### src/rtl/tb_common_pkg.sv
// Shared definitions for the bench-side scoreboard blocks.
//   clog2            : ceiling log2 helper for sizing pointers and indices
//   sb_status_e      : run/pass/fail status encoding; bit 1 = pass, bit 0 = fail
//   DEFAULT_CNT_WIDTH: default width of scoreboard counters
package tb_common_pkg;

  localparam int unsigned DEFAULT_CNT_WIDTH = 16;

  typedef enum logic [1:0] {
    SB_RUN  = 2'b00,
    SB_FAIL = 2'b01,
    SB_PASS = 2'b10
  } sb_status_e;

  function automatic int unsigned clog2(input int unsigned value);
    int unsigned result;
    result = 0;
    while ((64'd1 << result) < 64'(value)) result++;
    return result;
  endfunction

endpackage

### src/rtl/scoreboard_fifo.sv
// Synchronous FIFO holding expected values for the stream scoreboard.
//   clk, reset : clock and synchronous active-high reset (empties FIFO)
//   push       : write push_data when not full
//   push_data  : value to enqueue
//   pop        : discard head entry when not empty
//   head       : current oldest entry
//   full/empty : registered occupancy flags
module scoreboard_fifo
  import tb_common_pkg::*;
#(
  parameter int unsigned DATA_WIDTH = 16,
  parameter int unsigned DEPTH      = 16
) (
  input  logic                  clk,
  input  logic                  reset,
  input  logic                  push,
  input  logic [DATA_WIDTH-1:0] push_data,
  input  logic                  pop,
  output logic [DATA_WIDTH-1:0] head,
  output logic                  full,
  output logic                  empty
);

  localparam int unsigned AW = clog2(DEPTH);

  logic [DATA_WIDTH-1:0] mem [DEPTH];
  logic [AW:0]           wr_ptr;
  logic [AW:0]           rd_ptr;
  logic [AW:0]           wr_ptr_next;
  logic [AW:0]           rd_ptr_next;
  logic                  do_push;
  logic                  do_pop;

  assign do_push = push && !full;
  assign do_pop  = pop && !empty;
  assign head    = mem[rd_ptr[AW-1:0]];

  always_comb begin
    wr_ptr_next = wr_ptr + {{AW{1'b0}}, do_push};
    rd_ptr_next = rd_ptr + {{AW{1'b0}}, do_pop};
  end

  // Flags are computed from next-state pointers so they come straight out of flops.
  always_ff @(posedge clk) begin
    if (reset) begin
      wr_ptr <= '0;
      rd_ptr <= '0;
      full   <= 1'b0;
      empty  <= 1'b1;
      mem    <= '{default: '0};
    end else begin
      if (do_push) mem[wr_ptr[AW-1:0]] <= push_data;
      wr_ptr <= wr_ptr_next;
      rd_ptr <= rd_ptr_next;
      full   <= (wr_ptr_next[AW] != rd_ptr_next[AW]) &&
                (wr_ptr_next[AW-1:0] == rd_ptr_next[AW-1:0]);
      empty  <= (wr_ptr_next == rd_ptr_next);
    end
  end

endmodule

### src/rtl/stream_scoreboard.sv
// In-order stream scoreboard: buffers expected values, compares them against
// the DUT output stream and raises sticky pass/fail.
//   clk, reset          : clock, synchronous active-high reset
//   exp_data/valid/ready: expected-value stream (stimulus side)
//   act_data/valid/ready: DUT output stream
//   pass, fail          : sticky, mutually exclusive result flags
//   match_count         : matching compares
//   error_count         : mismatching compares (saturating)
//   first_err_index     : 0-based beat index of first mismatch
module stream_scoreboard
  import tb_common_pkg::*;
#(
  parameter int unsigned DATA_WIDTH   = 16,
  parameter int unsigned FIFO_DEPTH   = 16,
  parameter int unsigned NUM_EXPECTED = 64,
  parameter int unsigned MAX_ERRORS   = 1,
  parameter int unsigned CNT_WIDTH    = DEFAULT_CNT_WIDTH
) (
  input  logic                  clk,
  input  logic                  reset,
  input  logic [DATA_WIDTH-1:0] exp_data,
  input  logic                  exp_valid,
  output logic                  exp_ready,
  input  logic [DATA_WIDTH-1:0] act_data,
  input  logic                  act_valid,
  output logic                  act_ready,
  output logic                  pass,
  output logic                  fail,
  output logic [CNT_WIDTH-1:0]  match_count,
  output logic [CNT_WIDTH-1:0]  error_count,
  output logic [CNT_WIDTH-1:0]  first_err_index
);

  localparam logic [CNT_WIDTH-1:0] MAX_ERR_C = CNT_WIDTH'(MAX_ERRORS);
  localparam logic [CNT_WIDTH:0]   NUM_EXP_C = (CNT_WIDTH + 1)'(NUM_EXPECTED);
  localparam logic [CNT_WIDTH-1:0] ONE_C     = CNT_WIDTH'(1);

  sb_status_e            status;
  logic                  done;
  logic                  full;
  logic                  empty;
  logic [DATA_WIDTH-1:0] head;
  logic                  push;
  logic                  pop;

  logic                  cmp_valid;
  logic                  cmp_match;
  logic [CNT_WIDTH-1:0]  cmp_index;
  logic [CNT_WIDTH-1:0]  beat_index;

  logic                  upd;
  logic [CNT_WIDTH-1:0]  match_next;
  logic [CNT_WIDTH-1:0]  error_next;
  logic [CNT_WIDTH:0]    total_next;
  logic                  hit_fail;
  logic                  hit_pass;

  assign done      = (status != SB_RUN);
  assign pass      = (status == SB_PASS);
  assign fail      = (status == SB_FAIL);
  assign exp_ready = !full && !done;
  assign act_ready = !empty && !done;
  assign push      = exp_valid && exp_ready;
  assign pop       = act_valid && act_ready;

  scoreboard_fifo #(
    .DATA_WIDTH (DATA_WIDTH),
    .DEPTH      (FIFO_DEPTH)
  ) u_fifo (
    .clk       (clk),
    .reset     (reset),
    .push      (push),
    .push_data (exp_data),
    .pop       (pop),
    .head      (head),
    .full      (full),
    .empty     (empty)
  );

  // A compare still in flight when done rises is dropped so the result stays frozen.
  always_comb begin
    upd        = cmp_valid && !done;
    match_next = match_count;
    error_next = error_count;
    if (upd) begin
      if (cmp_match) match_next = match_count + ONE_C;
      else if (error_count != '1) error_next = error_count + ONE_C;
    end
    total_next = {1'b0, match_next} + {1'b0, error_next};
    hit_fail   = upd && (error_next >= MAX_ERR_C);
    hit_pass   = upd && (total_next >= NUM_EXP_C) && (error_next < MAX_ERR_C);
  end

  always_ff @(posedge clk) begin
    if (reset) begin
      status          <= SB_RUN;
      cmp_valid       <= 1'b0;
      cmp_match       <= 1'b0;
      cmp_index       <= '0;
      beat_index      <= '0;
      match_count     <= '0;
      error_count     <= '0;
      first_err_index <= '0;
    end else begin
      cmp_valid <= pop;
      if (pop) begin
        cmp_match  <= (act_data === head);
        cmp_index  <= beat_index;
        beat_index <= beat_index + ONE_C;
      end
      match_count <= match_next;
      error_count <= error_next;
      if (upd && !cmp_match && (error_count == '0)) first_err_index <= cmp_index;
      if (hit_fail)      status <= SB_FAIL;
      else if (hit_pass) status <= SB_PASS;
    end
  end

endmodule

### config.mk
export PLATFORM = sky130hd
export DESIGN_NAME = stream_scoreboard
export DESIGN_NICKNAME = d
export VERILOG_FILES = /design/src/rtl/tb_common_pkg.sv /design/src/rtl/scoreboard_fifo.sv /design/src/rtl/stream_scoreboard.sv
export SDC_FILE = /design/constraint.sdc
export NUM_CORES = 1
export LEC_CHECK = 0
export CORE_ASPECT_RATIO = 1.5
export CORE_MARGIN = 10
export CORE_UTILIZATION = 48
export DETAILED_ROUTE_END_ITERATION = 7
export GPL_ROUTABILITY_DRIVEN = 0
export GPL_TIMING_DRIVEN = 0
export PLACE_DENSITY_LB_ADDON = 0.25
export SLEW_MARGIN = 10
export SYNTH_ARGS = -nofsm -noshare
export SYNTH_HDL_FRONTEND = slang
export SYNTH_SLANG_ARGS = --single-unit
### constraint.sdc
create_clock -name clk -period 8.57 [get_ports clk]
set_clock_uncertainty 0.15 [all_clocks]
set_input_delay 1.2855 -clock clk [delete_from_list [all_inputs] [get_ports clk]]
set_output_delay 1.2855 -clock clk [all_outputs]
set_load 0.1 [all_outputs]
Word level (Yosys, flattened, before mapping)
Index checks and enable logic that the tools add are counted.

word-level totals
  output and inout port bits = 52
  flip-flop bits (word level) = 352
  input bits = 36
  logic and storage cells = 85

cells by class
  add/subtract/negate cells = 6
  reduce and logical (&&, ||, !) cells = 22
  equal/unequal tests = 7
  magnitude comparators = 6
  bitwise logic cells = 2
  mux-type cells = 13

operators with widths
  kind                                                                    number
  256-bit bitwise mux                                                     1
  16-bit two-way mux                                                      8
  16-bit binary-select mux with 4-bit select                              1
  16-bit demux with 4-bit select                                          1
  16-bit by 1-bit adder with 16-bit output, second input constant         3
  16-bit by 16-bit adder with 17-bit output                               1
  17-bit by 7-bit >= comparator with 1-bit output, second input constant  1
  16-bit case equality test                                               1
  16-bit by 1-bit >= comparator with 1-bit output, second input constant  1
  16-bit zero test                                                        1
  16-bit by 1-bit < comparator with 1-bit output, second input constant   1
  16-bit != test, second input constant                                   1
  1-bit logical AND                                                       14
  5-bit by 1-bit adder with 5-bit output                                  2
  5-bit >= comparator, second input constant                              2
  4-bit inverter with 5-bit output                                        2
  5-bit equality test                                                     1
  5-bit by 1-bit < comparator with 1-bit output, second input constant    1
  4-bit equality test                                                     1
  1-bit zero test                                                         4
  2-bit nonzero test                                                      2
  2-bit by 1-bit equality test with 1-bit output, second input constant   1
  2-bit equality test, second input constant                              1
  1-bit two-way mux                                                       2
  2 further kinds                                                         2

Longest topological paths before layout
Gate-level depths: netlist of run 1.

  depth after elaboration = 10
  gate-level depth with buffers = 16
  gate-level depth less buffers = 16

By module
A second synthesis of run 1 with hierarchy kept.

second synthesis, totals
  cells, all modules = 1,915
  area total of the unflattened synthesis = 16,143.0 um2

by module, submodules not included
  module             sequential area each (um2)  instances  area an instance (um2)  cells each
  scoreboard_fifo    5,365.1                     1          11,492.3                1,364
  stream_scoreboard  1,681.6                     1          4,650.7                 551

Least setup slack after synthesis of run 1
No wires, ideal clock.

  path kind = flip-flop to flip-flop
  start point = register status[1]
  end point = register u_fifo.full
  library setup time = 0.080 ns
  clock period less this slack = 4.556 ns
  setup slack = 4.014 ns
  path buffers = 1
  stages on the path, launching flop included = 11
  arrival time = 4.326 ns
  required time = 8.340 ns
  path through = dfxtp_1 nor3_1 nand2_1 inv_1 clkbuf_1 ha_1 ha_1 xnor2_1 xor2_1 nor4_1 nor3b_1

between the ends
  longest elaborated chain between the ends = 8
  elaborated cells on any way between the ends = 13
  classes of those cells = add/sub (2); eq/ne (2); reduce/logical (9)

RTL lines
  item                                                         RTL line                                      RTL
  start, declared                                              stream_scoreboard.sv:38                       sb_status_e status;
  start signal, assigned                                       stream_scoreboard.sv:96                       status <= SB_RUN;
  start signal, assigned                                       stream_scoreboard.sv:114                      if (hit_fail) status <= SB_FAIL;
  start signal, assigned                                       stream_scoreboard.sv:115                      else if (hit_pass) status <= SB_PASS;
  2-bit nonzero test *                                         stream_scoreboard.sv:58                       assign done = (status != SB_RUN);
  1-bit zero test *                                            stream_scoreboard.sv:62                       assign act_ready = !empty && !done;
  1-bit logical AND *                                          stream_scoreboard.sv:62
  via act_ready                                                stream_scoreboard.sv:26                       output logic act_ready,
  1-bit logical AND *                                          stream_scoreboard.sv:64                       assign pop = act_valid && act_ready;
  1-bit logical AND *                                          scoreboard_fifo.sv:35                         assign do_pop = pop && !empty;
  5-bit by 1-bit adder with 5-bit output *                     scoreboard_fifo.sv:40                         rd_ptr_next = rd_ptr + {{AW{1'b0}}, do_pop};
  4-bit equality test / 1-bit != test (equally long branches)  scoreboard_fifo.sv:56, scoreboard_fifo.sv:55
  1-bit logical AND *                                          scoreboard_fifo.sv:55                         full <= (wr_ptr_next[AW] != rd_ptr_next[AW]) &&
  end signal, assigned                                         scoreboard_fifo.sv:55
  end, declared                                                scoreboard_fifo.sv:20                         output logic full,

Mark *: on every way through the listed nets, which the timed path passes. The rest lies on a longest branch.
A chain may end at the register's enable or synchronous reset.

Worst setup path after layout of run 1
  start point = register error_count[1]
  end point = register status[1]

between the ends
  longest elaborated chain between the ends = 8
  elaborated cells on any way between the ends = 13
  classes of those cells = add/sub (2); order compare (3); eq/ne (1); mux (3); reduce/logical (4)

RTL lines
  item                                             RTL line                  RTL
  start, declared                                  stream_scoreboard.sv:30   output logic [CNT_WIDTH-1:0] error_count,
  start signal, assigned                           stream_scoreboard.sv:112  error_count <= error_next;
  16-bit != test *                                 stream_scoreboard.sv:87   else if (error_count != '1) error_next = error_count + ONE_C;
  16-bit two-way mux *                             stream_scoreboard.sv:87
  16-bit two-way mux *                             stream_scoreboard.sv:86   if (cmp_match) match_next = match_count + ONE_C;
  16-bit two-way mux *                             stream_scoreboard.sv:85   if (upd) begin
  via error_next[0]                                stream_scoreboard.sv:53   logic [CNT_WIDTH-1:0] error_next;
  16-bit by 16-bit adder with 17-bit output        stream_scoreboard.sv:89   total_next = {1'b0, match_next} + {1'b0, error_next};
  17-bit by 7-bit >= comparator with 1-bit output  stream_scoreboard.sv:91   hit_pass = upd && (total_next >= NUM_EXP_C) && (error_next < MAX_ERR_C);
  1-bit logical AND (2 in series)                  stream_scoreboard.sv:91

Marks and branches as above.

==> results of run 1 <==
[power by group through the flow]
stage | combinational, mW | sequential, mW | clock, mW
after global routing | 0.410 | 1.67 | 1.68
final | 0.392 | 1.67 | 1.61
after global placement | 0.380 | 1.70 | 0
after floorplan | 0.237 | 1.71 | 0
after CTS | 0.384 | 1.67 | 1.62
after detailed placement | 0.383 | 1.71 | 0
[tightest hold or removal path: stages (launching register included)]
cell                      delay, ns
sky130_fd_sc_hd__dfxtp_1       0.31
sky130_fd_sc_hd__nand2_1       0.05
sky130_fd_sc_hd__a21oi_1       0.05
[layout by cell type (no fill, tap or decap), types with 22 or more instances in the layout]
cell and instances:
sky130_fd_sc_hd__clkbuf_16 36, sky130_fd_sc_hd__nand3_1 75, sky130_fd_sc_hd__ha_1 24, sky130_fd_sc_hd__clkdlybuf4s50_1 86
sky130_fd_sc_hd__a21oi_1 211, sky130_fd_sc_hd__xor2_1 28, sky130_fd_sc_hd__mux2i_1 118, sky130_fd_sc_hd__inv_1 22
sky130_fd_sc_hd__clkbuf_1 107, sky130_fd_sc_hd__mux4_2 66, sky130_fd_sc_hd__nand2_1 387, sky130_fd_sc_hd__dfxtp_1 352
sky130_fd_sc_hd__xnor2_1 40, sky130_fd_sc_hd__and2_1 28, sky130_fd_sc_hd__nor2_1 160
[cell type report]
| class | instances | area [µm²] | area share |
|---|---|---|---|
| tap | 420 | 526 | 0.0281 |
| inverter | 22 | 82.6 | 0.00442 |
| multi-input combinational | 1291 | 8390 | 0.449 |
| timing repair buffer | 86 | 861 | 0.0461 |
| clock buffer | 52 | 1060 | 0.0568 |
| sequential | 352 | 7050 | 0.377 |
| buffer | 129 | 574 | 0.0308 |
| clock inverter | 8 | 130 | 0.00697 |
[cells by family (layout without fill, tap and decap cells)]
group	count (synthesis)	in the layout	share of synthesized area
flip-flops	352	352	0.438
multiplexers	188	188	0.169
XOR/XNOR	68	68	0.0370
AND/OR/NAND/NOR	745	745	0.205
AO/OA/AOI/OAI	265	265	0.0904
adder cells (fa/ha/maj)	25	25	0.0199
buffers and inverters	151	297	0.0408
[sequential cells by signal, summed over array words and instances (netlist names)]
register and flops:
cmp_index 16, u_fifo.wr_ptr 5, match_count 16, u_fifo.mem 256, cmp_valid 1, u_fifo.empty 1, first_err_index 16, cmp_match 1
status 2, u_fifo.full 1, beat_index 16, error_count 16, u_fifo.rd_ptr 5
[metal layers]
layer	routed length (µm)	GRT usage	part of all wire
met1	18500	0.263	0.35
met2	25500	0.416	0.48
met4	5120	0.208	0.097
met3	3790	0.0459	0.072
met5	0	0	0
[worst paths after layout]
kind                                      start              end  slack [ns]  depth (start not counted)
worst max-delay path             error_count[1]        status[1]        4.38                         15
worst min-delay path            u_fifo.mem[237]  u_fifo.mem[237]        0.30                          2
worst max register to register   error_count[1]        status[1]        4.38                         15
worst min register to register  u_fifo.mem[237]  u_fifo.mem[237]        0.30                          2
[stage by stage]
step | hold slack [ns] | power [mW] | util
2_1_floorplan | 0.283 | 1.94 | -
3_3_place_gp | 0.288 | 2.08 | 0.526
3_5_place_dp | 0.296 | 2.09 | 0.526
4_1_cts | 0.304 | 3.68 | 0.562
5_1_grt | 0.322 | 3.76 | 0.562
6_report | 0.302 | 3.67 | 0.562
==> results.sh, run 1 <==
export IMPL_tritoncts_num_buffers=35
export IMPL_cts_path_max_buffers=3
export IMPL_synthCells=1794
export IMPL_timing_final_crit_share=0.488
export IMPL_critical_path_required_ns=8.84
export IMPL_area_growth_synth_to_final_pct=16.0
export IMPL_hold_buffers=0
export IMPL_clk_root_buffer_cell="sky130_fd_sc_hd__clkbuf_16"
export IMPL_placement_setup_worst_slack_ns=4.37
export IMPL_layout_min_cycle_time_ns=4.19
export IMPL_final_layout_size_suffix_gt1_frac=0.0856
export IMPL_yosys_top_cells_area="sky130_fd_sc_hd__dfxtp_1 (44%), sky130_fd_sc_hd__mux4_2 (9.2%), sky130_fd_sc_hd__nand2_1 (9.0%)"
export IMPL_unrepaired_setup_endpoints_after_global_routing="false"
export IMPL_worstSetupPathType="reg2reg"
export IMPL_h_tree_depth=2
export IMPL_clk_pin_slew_ns=0.06
export IMPL_die_height_um=244
export IMPL_power_density_nw_per_um2=196
export IMPL_hold_viol=0
export IMPL_power_report_internal_total_mw=2.73
export IMPL_cap_viol_max_count=0
export IMPL_yosys_register_bits=352
export IMPL_cp_cell_sequence="ha_1 > nand3_1 > nor4_4 > nor2_2 > xnor2_1 > inv_1 > ha_1 > inv_1 > fa_1 > nor2b_1 > o2111ai_1 > a31oi_1 > a211oi_1 > o2111ai_1 > o311a_1"
export IMPL_critical_path_max_stage_delay_ns=0.50
export IMPL_synth_sequential_area_ratio=0.438
export IMPL_cts_resized_gates=0
export IMPL_detailedPlacementHpwl_um=38600
export IMPL_post_synth_instance_area_um2=16100
export IMPL_io_pins=88
export IMPL_cp_num_buf_inv=2
export IMPL_dr_vias=14000
export IMPL_timing_critical_path_slowest_stage_cell="sky130_fd_sc_hd__nor4_4"
export IMPL_timing_critical_path_arrival_ns=4.46
export IMPL_yosys_cell_types_count=63
export IMPL_wire_per_inst_um=22.4
export IMPL_final_antenna_net_count=0
export IMPL_p_switching_mw=0.934
export IMPL_synth_fp_nets=1855
export IMPL_yosysMostFrequentCell="sky130_fd_sc_hd__nand2_1"
export IMPL_synth_top_area_cell="sky130_fd_sc_hd__dfxtp_1"
export IMPL_synth_warning_count=0
export IMPL_fp_dieW_um=169
export IMPL_route_detailed_drc=0
export IMPL_synth_common_cells="sky130_fd_sc_hd__nand2_1 (387), sky130_fd_sc_hd__dfxtp_1 (352), sky130_fd_sc_hd__a21oi_1 (211)"
export IMPL_antennaDiodeCount=0
export IMPL_vdd_drop_max_uv=160
export IMPL_postSynthAreaPerCell_um2=8.97
export IMPL_timing_final_ws_setup_ns=4.38
export IMPL_synth_async_reset_ratio=0
export IMPL_post_cts_setup_buffer_count=0
export IMPL_number_of_global_route_vias_before_repair=13800
export IMPL_power_share_switching=0.255
export IMPL_drt_iter0_markers=1229
export IMPL_share_seq_of_total_power=0.455
export IMPL_routed_via_density=5.94
export IMPL_setup_worst_path_start_class="register"
export IMPL_finalNetCount=1978
export IMPL_antenna_violations_before_repair=0
export IMPL_grt_start_max_net_pins=15
export IMPL_worst_pin_slew_ns=0.998
export IMPL_share_comb_of_total_power=0.107
export IMPL_fmax_ghz=0.239
export IMPL_worst_hold_path_type="reg2reg"
export IMPL_fill_cells=3021
export IMPL_dpl_instance_area_um2=17500
export IMPL_core_area_um2=33200
export IMPL_final_setup_fails=0
export IMPL_stdcell_area_um2=18700
export IMPL_floorplan_die_area_um2=41400
export IMPL_buffer_ports_inserted=86
export IMPL_critical_path_max_fanout=7
export IMPL_start_util=0.484
export IMPL_routed_wl_um=52800
export IMPL_crit_family="compound AO/OA/AOI/OAI gates"
export IMPL_outcome="completed"
export IMPL_clock_power_share=0.438
export IMPL_maxSlewViolCount=0
export IMPL_global_route_wire_length_before_repair_um=79500
export IMPL_finalNonFillerCells=2360
export IMPL_total_leakage_power_nw=6.86
export IMPL_cts_sink_count=352
export IMPL_global_route_usage_total=0.248
export IMPL_synthDominantCellAreaShare=0.438
export IMPL_synth_edf_count=0
export IMPL_ys_flop_type="sky130_fd_sc_hd__dfxtp_1"
export IMPL_tritoncts="done"
export IMPL_rows=82
export IMPL_dr_pass1_iters=5
export IMPL_relSlewSlack=0.332
export IMPL_clkLatencyLatePin_ns=0.54
export IMPL_critPathCaptureType="register"
export IMPL_grt_overflow=0
export IMPL_dp_cells=2300
export IMPL_setup_tns_final_ns=0
No activity file was read; power rests on OpenSTA's default activity.
==> run 2: changes to the inputs <==
==> constraint.sdc (replaced) <==
create_clock -name clk -period 3.55 [get_ports clk]
set_clock_uncertainty 0.15 [all_clocks]
set_input_delay 0.5325 -clock clk [delete_from_list [all_inputs] [get_ports clk]]
set_output_delay 0.5325 -clock clk [all_outputs]
set_load 0.1 [all_outputs]
==> results.sh, run 2 (synthesis gave the netlist of run 1 again) <==
export IMPL_outcome="complete, but fails checks"
export IMPL_failed_checks="negative setup slack"
export IMPL_timing_critical_path_arrival_ns=4.00
export IMPL_core_area_um2=33200
export IMPL_largest_register_ffs=256
export IMPL_timing_hold_worst_start="u_fifo.mem[0]"
export IMPL_power_density_nw_per_um2=466
export IMPL_timing_final_ws_setup_ns=-0.181
export IMPL_routed_via_density=5.91
export IMPL_top_usage_layer="met2"
export IMPL_fmax_ghz=0.268
export IMPL_met2_usage=0.410
export IMPL_most_frequent_standard_cell_in_the_layout_excluding_fill_and_tap_cells="sky130_fd_sc_hd__nand2_1"
export IMPL_finalNonFillerCells=2368
export IMPL_critical_path_max_stage_delay_ns=0.60
export IMPL_r2r_setup_slack_ns=-0.18
export IMPL_met1_usage=0.268
export IMPL_hold_path_depth=2
export IMPL_critical_path_required_ns=3.81
export IMPL_clkLatencyLatePin_ns=0.54
export IMPL_clk_root_buffer_cell="sky130_fd_sc_hd__clkbuf_16"
export IMPL_relSlewSlack=0.226
export IMPL_critical_path_max_fanout=6
export IMPL_hold_viol=0
export IMPL_final_setup_fails=1
export IMPL_maxSlewViolCount=0
export IMPL_multi_input_comb_area_um2=8550
export IMPL_cts_sink_count=352
export IMPL_r2r_start="status[0]"
export IMPL_final_hold_worst_slack_ns=0.303
export IMPL_largest_register="u_fifo.mem"
export IMPL_dp_cells=2300
export IMPL_drt_iter0_markers=1445
export IMPL_wire_per_inst_um=22.2
export IMPL_die_height_um=244
export IMPL_final_antenna_net_count=0
export IMPL_r2r_worst_path_cells=13
export IMPL_dr_vias=14000
export IMPL_global_route_usage_total=0.246
export IMPL_total_leakage_power_nw=6.97
export IMPL_io_pins=88
export IMPL_timing_critical_path_slowest_stage_cell="sky130_fd_sc_hd__or4b_4"
export IMPL_critPathCaptureType="register"
export IMPL_vdd_drop_max_uv=315
export IMPL_timing_final_crit_share=1.05
export IMPL_antenna_violations_before_repair=0
export IMPL_worst_pin_slew_ns=1.15
export IMPL_h_tree_depth=2
export IMPL_regArea_um2=7120
export IMPL_start_util=0.484
export IMPL_finalNetCount=1986
export IMPL_groute_layer_met3_usage=0.0422
export IMPL_final_layout_size_suffix_gt1_frac=0.115
export IMPL_grt_start_max_net_pins=16
export IMPL_antennaDiodeCount=0
export IMPL_cp_cell_sequence="or4b_4 > buf_8 > nor4_4 > nand2_1 > xnor2_2 > ha_2 > o21a_1 > o21ai_2 > o21bai_1 > xor2_1 > nor4_2 > o2111ai_1 > o311a_1"
export IMPL_global_route_wire_length_before_repair_um=79000
export IMPL_setup_worst_path_start_class="register"
export IMPL_area_growth_synth_to_final_pct=18.0
export IMPL_clk_pin_slew_ns=0.07
export IMPL_cts_path_max_buffers=3
export IMPL_hold_buffers=0
export IMPL_grt_overflow=0
export IMPL_tritoncts="done"
export IMPL_tritoncts_num_buffers=35
export IMPL_detailedPlacementHpwl_um=38300
export IMPL_worst_hold_path_type="reg2reg"
export IMPL_rows=82
export IMPL_dr_pass1_iters=6
export IMPL_floorplan_die_area_um2=41400
export IMPL_layout_cells_most_common_list="sky130_fd_sc_hd__nand2_1 (387), sky130_fd_sc_hd__dfxtp_1 (326), sky130_fd_sc_hd__a21oi_1 (211)"
export IMPL_placement_setup_worst_slack_ns=-0.432
export IMPL_worst_hold_path_endpoint="u_fifo.mem[0]"
export IMPL_cap_viol_max_count=0
export IMPL_layout_min_cycle_time_ns=3.73
export IMPL_fp_dieW_um=169
export IMPL_buffer_ports_inserted=86
export IMPL_unrepaired_setup_endpoints_after_global_routing="true"
export IMPL_fill_cells=2943
export IMPL_routed_wl_um=52600
export IMPL_setup_tns_final_ns=-0.181
export IMPL_route_detailed_drc=0
export IMPL_critical_path_startpoint="status[0]"
export IMPL_worstSetupPathType="reg2reg"
export IMPL_total_power_consumption_mw=8.86
export IMPL_critical_path_reg2reg_endpoint="status[1]"
export IMPL_number_of_global_route_vias_before_repair=13400
[run 2: power by group]
group	switching, mW	internal (mW)
clock	1.62	2.27
sequential	0.0339	3.99
combinational	0.621	0.326
total	2.27	6.58
[run 2: area by class of cell]
type                            count  area share
Tap cell                          420      0.0277
Buffer                            128      0.0310
Timing Repair Buffer               95      0.0502
Clock buffer                       46      0.0522
Clock inverter                     14     0.00982
Inverter                           22     0.00435
Sequential cell                   352       0.375
Multi-Input combinational cell   1291       0.450
[run 2: per-layer routing]
layer | vias to the layer above | part of all wire
met5 | - | 0
met4 | 0 | 0.096
met3 | 252 | 0.065
met2 | 673 | 0.48
met1 | 6654 | 0.36
li1 | 6422 | -
[run 2: stage by stage]
step | util | cell area (µm²)
floorplan | - | 16200
global placement | 0.529 | 17600
detailed placement | 0.529 | 17600
CTS | 0.571 | 19000
global route | 0.571 | 19000
finish | 0.571 | 19000
[run 2: worst max path at each step]
stage	depth (start not counted)	to	slack (ns)
2_1_floorplan	10	u_fifo.full	-0.05
3_3_place_gp	13	status[1]	-0.36
3_5_place_dp	13	status[1]	-0.43
4_1_cts	14	status[1]	-0.13
5_1_grt	13	status[1]	-0.31
6_report	13	status[1]	-0.18
[run 2: critical path, delay by kind of cell (launching register included)]
kind / cells / cell delay [ns]
simple gates: 4 / 1.34
compound gates: 5 / 0.85
xor+xnor: 2 / 0.41
flops: 1 / 0.36
fa+ha+maj: 1 / 0.32
buf+inv: 1 / 0.17
[run 2: repair_timing]
| item | in CTS | in global routing |
|---|---|---|
| pin swaps | 12 | 5 |
| setup buffers | 8 | 0 |
| setup endpoints to repair | 2 | 2 |
| cloned | 1 | 0 |
| gates resized for setup | 26 | 6 |
==> run 3: changes to the inputs <==
--- a/config.mk
+++ b/config.mk
@@ -5,6 +5,7 @@
 export SDC_FILE = /design/constraint.sdc
 export NUM_CORES = 1
 export LEC_CHECK = 0
+export CAP_MARGIN = 30
 export CORE_ASPECT_RATIO = 1.5
 export CORE_MARGIN = 10
 export CORE_UTILIZATION = 48
==> results.sh, run 3 (synthesis gave the netlist of run 1 again) <==
export IMPL_outcome="complete, but fails checks"
export IMPL_failed_checks="negative setup slack"
export IMPL_dr_pass1_iters=6
export IMPL_final_setup_fails=1
export IMPL_clock_power_share=0.439
export IMPL_start_util=0.484
export IMPL_r2r_worst_path_cells=13
export IMPL_critical_path_max_stage_delay_ns=0.60
export IMPL_unrepaired_setup_endpoints_after_global_routing="true"
export IMPL_crit_family="simple AND/OR/NAND/NOR gates"
export IMPL_largest_register="u_fifo.mem"
export IMPL_grt_overflow=0
export IMPL_worst_hold_path_endpoint="u_fifo.mem[198]"
export IMPL_timing_critical_path_slowest_stage_cell="sky130_fd_sc_hd__or4b_4"
export IMPL_largest_register_ffs=256
export IMPL_critical_path_reg2reg_endpoint="status[1]"
export IMPL_power_report_internal_total_mw=6.58
export IMPL_tritoncts="done"
export IMPL_finish_utilization=0.572
export IMPL_final_antenna_net_count=0
export IMPL_dpl_instance_area_um2=17600
export IMPL_cts_path_max_buffers=3
export IMPL_global_route_usage_total=0.245
export IMPL_setup_worst_path_start_class="register"
export IMPL_global_route_wire_length_before_repair_um=78900
export IMPL_detailedPlacementHpwl_um=38300
export IMPL_final_layout_size_suffix_gt1_frac=0.118
export IMPL_worst_hold_path_type="reg2reg"
export IMPL_area_growth_synth_to_final_pct=18.1
export IMPL_cp_num_buf_inv=2
export IMPL_tritoncts_num_buffers=35
export IMPL_number_of_global_route_vias_before_repair=13500
export IMPL_stdcell_area_um2=19000
export IMPL_die_height_um=244
export IMPL_cap_viol_max_count=0
export IMPL_floorplan_die_area_um2=41400
export IMPL_timing_hold_worst_start="u_fifo.mem[198]"
export IMPL_timing_final_ws_setup_ns=-0.160
export IMPL_worstSetupPathType="reg2reg"
export IMPL_total_leakage_power_nw=6.99
export IMPL_fmax_ghz=0.270
export IMPL_fp_dieW_um=169
export IMPL_power_density_nw_per_um2=466
export IMPL_drt_iter0_markers=1385
export IMPL_layout_cells_most_common_list="sky130_fd_sc_hd__nand2_1 (387), sky130_fd_sc_hd__dfxtp_1 (325), sky130_fd_sc_hd__a21oi_1 (210)"
export IMPL_rows=82
export IMPL_critical_path_required_ns=3.82
export IMPL_share_seq_of_total_power=0.454
export IMPL_critPathCaptureType="register"
export IMPL_cts_sink_count=352
export IMPL_hold_buffers=0
export IMPL_wire_per_inst_um=22.2
export IMPL_vdd_drop_max_uv=349
export IMPL_r2r_start="status[0]"
export IMPL_most_frequent_standard_cell_in_the_layout_excluding_fill_and_tap_cells="sky130_fd_sc_hd__nand2_1"
export IMPL_fill_cells=2951
export IMPL_share_comb_of_total_power=0.107
export IMPL_critical_path_max_fanout=8
export IMPL_clk_root_buffer_cell="sky130_fd_sc_hd__clkbuf_16"
export IMPL_clkLatencyLatePin_ns=0.54
export IMPL_r2r_setup_slack_ns=-0.16
export IMPL_finalNetCount=1987
export IMPL_core_area_um2=33200
export IMPL_timing_final_crit_share=1.04
export IMPL_cp_cell_sequence="or4b_4 > buf_8 > nor3_1 > xnor2_2 > inv_1 > ha_1 > o21a_1 > nor2_2 > xor2_1 > nand4_1 > nor4_2 > o2111ai_1 > o311a_1"
export IMPL_route_detailed_drc=0
export IMPL_maxSlewViolCount=0
export IMPL_final_hold_worst_slack_ns=0.304
export IMPL_routed_via_density=5.88
export IMPL_antennaDiodeCount=0
export IMPL_clk_pin_slew_ns=0.06
export IMPL_hold_viol=0
export IMPL_relSlewSlack=0.327
export IMPL_dr_vias=13900
export IMPL_grt_start_max_net_pins=15
export IMPL_worst_pin_slew_ns=1.01
export IMPL_timing_critical_path_arrival_ns=3.98
export IMPL_power_share_switching=0.256
export IMPL_layout_min_cycle_time_ns=3.71
export IMPL_p_switching_mw=2.26
export IMPL_buffer_ports_inserted=86
export IMPL_antenna_violations_before_repair=0
export IMPL_hold_path_depth=2
export IMPL_routed_wl_um=52600
export IMPL_io_pins=88
export IMPL_h_tree_depth=2
## run 3: final cells by class
type                       instances  area, µm²  area share
multi-input combinational       1291       8550       0.450
sequential                       352       7120       0.375
clock buffer                      51       1050      0.0551
timing repair buffer              96        937      0.0493
buffer                           128        589      0.0310
tap                              420        526      0.0277
clock inverter                    11        148     0.00777
inverter                          22       82.6     0.00435
## run 3: per-layer routing
| metal | vias to the layer above | track usage | part of all wire |
|---|---|---|---|
| met5 | - | 0 | 0 |
| met4 | 0 | 0.210 | 0.098 |
| met3 | 241 | 0.0441 | 0.067 |
| met2 | 637 | 0.407 | 0.48 |
| met1 | 6632 | 0.265 | 0.36 |
| li1 | 6431 | - | - |
## run 3: power groups by stage
| stage | clock, mW | combinational, mW | sequential, mW |
|---|---|---|---|
| 2_1_floorplan | 0 | 0.572 | 4.11 |
| 3_3_place_gp | 0 | 0.912 | 4.11 |
| 3_5_place_dp | 0 | 0.920 | 4.11 |
| 4_1_cts | 3.92 | 0.933 | 4.02 |
| 5_1_grt | 4.08 | 0.987 | 4.02 |
| 6_report | 3.88 | 0.946 | 4.02 |
## run 3: worst max path at each step
stage / cells after the start / to / from
after global placement: 13 / status[1] / status[0]
final: 13 / status[1] / status[0]
after global routing: 14 / status[1] / status[0]
after CTS: 14 / status[1] / status[0]
after floorplan: 10 / u_fifo.full / status[0]
after detailed placement: 13 / status[1] / status[0]
## run 3: worst register-to-register path: stages, from the launching register on
cell and delay, ns:
sky130_fd_sc_hd__dfxtp_2 0.36, sky130_fd_sc_hd__or4b_4 0.60, sky130_fd_sc_hd__buf_8 0.18, sky130_fd_sc_hd__nor3_1 0.35
sky130_fd_sc_hd__xnor2_2 0.21, sky130_fd_sc_hd__inv_1 0.10, sky130_fd_sc_hd__ha_1 0.36, sky130_fd_sc_hd__o21a_1 0.15
sky130_fd_sc_hd__nor2_2 0.12, sky130_fd_sc_hd__xor2_1 0.15, sky130_fd_sc_hd__nand4_1 0.12, sky130_fd_sc_hd__nor4_2 0.29
sky130_fd_sc_hd__o2111ai_1 0.14, sky130_fd_sc_hd__o311a_1 0.31
## run 3: what timing repair did
item / 4_1_cts / 5_1_grt
buffers inserted: 9 / 0
pin swaps: 12 / 0
endpoints found under the setup margin: 2 / 1
gates resized for setup: 26 / 9
## run 3: metrics by stage
| stage | setup WS (ns) | setup TNS [ns] | total power [mW] | instances |
|---|---|---|---|---|
| after floorplan | -0.0492 | -0.0492 | 4.68 | 1794 |
| after global placement | -0.365 | -0.365 | 5.02 | 2300 |
| after detailed placement | -0.430 | -0.430 | 5.03 | 2301 |
| after CTS | -0.128 | -0.128 | 8.87 | 2371 |
| after global routing | -0.293 | -0.293 | 9.09 | 2371 |
| final | -0.160 | -0.160 | 8.85 | 2371 |
